$ cat config.mk
export PLATFORM = sky130hd
export DESIGN_NAME = sub_writeback_stage
export DESIGN_NICKNAME = d
export VERILOG_FILES = /design/src/rtl/sub_writeback_stage.sv
export SDC_FILE = /design/constraint.sdc
export NUM_CORES = 1
export LEC_CHECK = 0
export BUFFER_PORTS_ARGS = -buffer_cell sky130_fd_sc_hd__buf_4
export CAP_MARGIN = 20
export CORE_UTILIZATION = 47
export CTS_BUF_LIST = sky130_fd_sc_hd__clkbuf_16
export CTS_CLUSTER_DIAMETER = 50
export DETAILED_ROUTE_END_ITERATION = 8
export PLACE_DENSITY = 0.74
export SLEW_MARGIN = 20
export SYNTH_ARGS = -nofsm -noshare
export SYNTH_HDL_FRONTEND = slang
export SYNTH_SLANG_ARGS = --single-unit
export TNS_END_PERCENT = 100
$ cat constraint.sdc
create_clock -name clk -period 1.5 [get_ports clk]
set_input_delay 0.15 -clock clk [delete_from_list [all_inputs] [get_ports clk]]
set_output_delay 0.15 -clock clk [all_outputs]
set_load 0.03 [all_outputs]
$ cat src/rtl/sub_writeback_stage.sv
// sub_writeback_stage: subtractor result FIFO with Z/N/C flags and an architectural flags register.
// Optional feature macro: SUB_WB_SATURATE_EN (a borrow forces the stored result to 8'h00).
`default_nettype none

module sub_writeback_stage #(
  parameter int DEPTH = 2,
  parameter int TAGW  = 2
) (
  input  logic                     clk,
  input  logic                     rst_n,
  input  logic                     inValid,
  output logic                     inReady,
  input  logic [7:0]               dIn,
  input  logic                     bIn,
  input  logic [TAGW-1:0]          tagIn,
  output logic                     outValid,
  input  logic                     outReady,
  output logic [7:0]               dOut,
  output logic [TAGW-1:0]          tagOut,
  output logic [2:0]               flagsOut,
  output logic [2:0]               archFlags,
  output logic [$clog2(DEPTH):0]   count
);

  localparam int              PW        = $clog2(DEPTH);
  localparam int              CW        = PW + 1;
  localparam logic [CW-1:0]   FULL_CNT  = CW'(DEPTH);

  logic [7:0]      data_mem [DEPTH];
  logic [TAGW-1:0] tag_mem  [DEPTH];
  logic [2:0]      flag_mem [DEPTH];

  logic [PW-1:0]   wr_ptr;
  logic [PW-1:0]   rd_ptr;
  logic            push;
  logic            pop;
  logic [7:0]      wdata;
  logic [2:0]      wflags;

  always_comb begin
`ifdef SUB_WB_SATURATE_EN
    wdata = bIn ? 8'h00 : dIn;
`else
    wdata = dIn;
`endif
    // flags follow the value actually stored, so saturation yields {C=1,N=0,Z=1}
    wflags = {bIn, wdata[7], (wdata == 8'h00)};
  end

  assign inReady  = (count != FULL_CNT);
  assign outValid = (count != '0);
  assign push     = inValid && inReady;
  assign pop      = outValid && outReady;

  assign dOut     = data_mem[rd_ptr];
  assign tagOut   = tag_mem[rd_ptr];
  assign flagsOut = flag_mem[rd_ptr];

  always_ff @(posedge clk or negedge rst_n) begin
    if (!rst_n) begin
      for (int i = 0; i < DEPTH; i++) begin
        data_mem[i] <= '0;
        tag_mem[i]  <= '0;
        flag_mem[i] <= '0;
      end
    end else if (push) begin
      data_mem[wr_ptr] <= wdata;
      tag_mem[wr_ptr]  <= tagIn;
      flag_mem[wr_ptr] <= wflags;
    end
  end

  // DEPTH is a power of two, so the pointers wrap by plain overflow
  always_ff @(posedge clk or negedge rst_n) begin
    if (!rst_n) begin
      wr_ptr <= '0;
      rd_ptr <= '0;
    end else begin
      if (push) wr_ptr <= wr_ptr + PW'(1);
      if (pop)  rd_ptr <= rd_ptr + PW'(1);
    end
  end

  always_ff @(posedge clk or negedge rst_n) begin
    if (!rst_n) begin
      count <= '0;
    end else begin
      case ({push, pop})
        2'b10:   count <= count + CW'(1);
        2'b01:   count <= count - CW'(1);
        default: count <= count;
      endcase
    end
  end

  always_ff @(posedge clk or negedge rst_n) begin
    if (!rst_n) begin
      archFlags <= 3'b000;
    end else if (pop) begin
      archFlags <= flag_mem[rd_ptr];
    end
  end

endmodule

`default_nettype wire
==> flow_summary.json <==
{
  "whs_ns": 0.125,
  "clk_path_buf_depth": 2,
  "ys_seq_elements": 31,
  "vdd_ir_drop_max_mv": 1.25,
  "top_layer": "met4",
  "slew_headroom_pct": 74.1,
  "cts_sinks": 31,
  "ys_seq_area_share_pct": 53.2,
  "synth.net_count": 110,
  "required_ns": 1.35,
  "cp_cell_sequence": "buf_4 > mux2_4 > buf_6",
  "syn_inst": 94,
  "wl_met1_um": 1180,
  "hold_viol": 0,
  "antenna_found_initial": 0,
  "synth_top_area_share_pct": 53.2,
  "yosysTopAreaCell": "dfrtp_1",
  "hold_path_class": "input port to flip-flop",
  "grt_pass1_wl_um": 4730,
  "insertion_delay_ns": 0.27,
  "crit_path_start_kind": "flip-flop",
  "min_period_over_period_pct": 99.0,
  "crit_fanout": 5,
  "die_y_um": 57.7,
  "final_nets": 156,
  "initial_utilization_pct": 51.1,
  "synth_area_leaders": "dfrtp_1 (53%), mux2_4 (19%), mux2_2 (14%)",
  "row_count": 19,
  "cp_slowest_cell": "dfrtp_2",
  "wirelength_um": 2800,
  "dr_total_vias": 892,
  "tightestPinTransition_ns": 0.389,
  "area_growth_pct": 36.5,
  "cts_buffers": 5,
  "rsz0062_at_grt": "yes",
  "overflow": 0,
  "worstPathBufferInverterCount": 2,
  "io_buffers": 34,
  "finalSetupViolCount": 0,
  "drv_slew": 0,
  "design.die.area_mm2": 0.00333,
  "gp_congestion": 0.690,
  "wl_per_cell_um": 16.3,
  "dp.cells": 159,
  "pin_count": 35,
  "r2r-start": "count[0]$_DFFE_PN0P_",
  "outcome": "finished with violations",
  "drt_iter0_markers": 22,
  "slowest_delay_ns": 0.44,
  "pwr_density_cell_mw_per_mm2": 2720,
  "clock_skew_ns": 0.00197,
  "critPathKind": "flip-flop to output pin",
  "ant_nets": 0,
  "drt_pre_antenna_iters": 5,
  "final_cells": 172,
  "period_needed_ns": 1.48,
  "avgSynthCellArea_um2": 15.5,
  "end_kind": "output pin",
  "critPathLaunch": "rd_ptr$_DFFE_PN0P_",
  "final_util_pct": 69.8,
  "fin_setup_tns_ns": 0,
  "synthesis.area_mm2": 0.00146,
  "violations": "design-rule violations",
  "route.detailed.drc": 4,
  "p_leak_nw": 0.960,
  "grt_use_total_pct": 20.0,
  "cts_tree": "yes",
  "cts_max_level": 2,
  "synth_cell_types": 20,
  "path_clk_slew_ns": 0.05,
  "fmax_mhz": 674,
  "dp_hpwl_um": 1960,
  "cap_violations": 0,
  "pre_cts_slack_ns": 0.0257,
  "drive_gt1_share_pct": 66.0,
  "wl_met2_um": 1440,
  "core_area_mm2": 0.00285,
  "via_per_inst": 5.19,
  "yosys_warnings": 0,
  "fp.dieW_um": 57.7,
  "fillCellCount": 205,
  "critPathTopFamily": "flip-flops",
  "cts_root_buffer": "clkbuf_16",
  "diodes": 0,
  "arrival_ns": 1.33,
  "grt_start_max_net_pins": 32,
  "grt_pass1_vias": 989,
  "met3WireLength_um": 118,
  "fin_ws_ns": 0.0157,
  "hold_start": "tagIn[1]"
}
-- path summary, 6_finish.rpt --
kind | cells after the start | slack, ns | endpoint
max in group asynchronous | 2 | 0.85 | count[1]$_DFFE_PN0P_
worst max register to register | 7 | 0.06 | count[1]$_DFFE_PN0P_
min in group asynchronous | 2 | 0.34 | data_mem[5]$_DFFE_PN0P_
worst min register to register | 1 | 0.50 | data_mem[0]$_DFFE_PN0P_
worst max-delay path | 3 | 0.02 | dOut[7]
worst min-delay path | 2 | 0.13 | tag_mem[1]$_DFFE_PN0P_
-- metrics by stage --
step | instance area, µm² | power [W]
final | 1990 | 0.00541
after global routing | 1990 | 0.00569
after CTS | 1970 | 0.00541
after detailed placement | 1780 | 0.00427
after global placement | 1780 | 0.00419
after floorplan | 1480 | 0.00349
-- placed cells by master (no fill, tap or decap) --
cell type,n
and3b_4,1
buf_12,1
buf_4,32
buf_6,9
clkbuf_16,5
clkinv_1,2
dfrtp_1,28
dfrtp_2,3
dlygate4sd3_1,1
ha_4,1
inv_1,3
inv_2,1
mux2_2,17
mux2_4,19
mux2i_1,2
nand2_1,3
nand2_4,1
nand2b_4,1
nand3_2,1
nor2_1,1
nor4_1,2
o21ai_1,1
or2_4,1
xnor2_1,4
xor2_1,1
-- where the power goes --
part / internal [W] / switching [W]
Sequential: 0.00125 / 0.000259
Clock: 0.000595 / 0.000329
Combinational: 0.00160 / 0.00138
-- area by class of cell --
cell class / count / area [µm²] / area share, %
Timing Repair Buffer: 43 / 372 / 18.7
Clock inverter: 3 / 11.3 / 0.565
Tap cell: 31 / 38.8 / 1.95
Multi-Input combinational cell: 56 / 654 / 32.9
Sequential cell: 31 / 779 / 39.1
Clock buffer: 5 / 125 / 6.28
Inverter: 3 / 11.3 / 0.565
-- registers in the layout, summed over array words and instances, names as in the netlist --
signal     count
tag_mem        4
flag_mem       6
rd_ptr         1
data_mem      14
wr_ptr         1
archFlags      3
count          2
-- worst register-to-register path, delay by kind of cell (launching register included) --
family | cells | cell delay [ns]
xor gates and xnor gates | 2 | 0.30
DFF | 1 | 0.43
buffers and inverters | 1 | 0.04
and+or+nand+nor | 3 | 0.41
adders and majority gates | 1 | 0.14
-- routing by layer --
| metal | vias up | GRT usage [%] |
|---|---|---|
| met4 | 0 | 10.2 |
| met2 | 24 | 33.2 |
| met1 | 444 | 23.5 |
| met3 | 4 | 6.25 |
| met5 | - | 0 |
| li1 | 420 | - |
-- cell families (layout without fill, tap and decap cells) --
family          after synthesis  after routing  synth area share [%]
mux                          38             38                  33.8
flops                        31             31                  53.2
buf+inv                       7             54                  3.77
xor+xnor                      5              5                  3.00
compound gates                1              1                 0.343
simple gates                 11             11                  5.06
fa+ha+maj                     1              1                 0.857
-- synth_stat cells, drive strengths merged --
| cell type | count |
|---|---|
| dfrtp | 31 |
| nand2b | 1 |
| o21ai | 1 |
| mux2i | 2 |
| and3b | 1 |
| inv | 3 |
| nand2 | 4 |
| ha | 1 |
| or2 | 1 |
| nor4 | 2 |
| mux2 | 36 |
| buf | 4 |
| xnor2 | 4 |
| xor2 | 1 |
| nand3 | 1 |
| nor2 | 1 |
-- timing repair --
action	4_1_cts	5_1_grt
endpoints found under the setup margin	11	12
pin swaps	0	3
gates resized for setup	11	0
hold buffers	1	0
buffers inserted	1	3
hold endpoints to repair	31	0
Power figures use the tool's default switching activity.
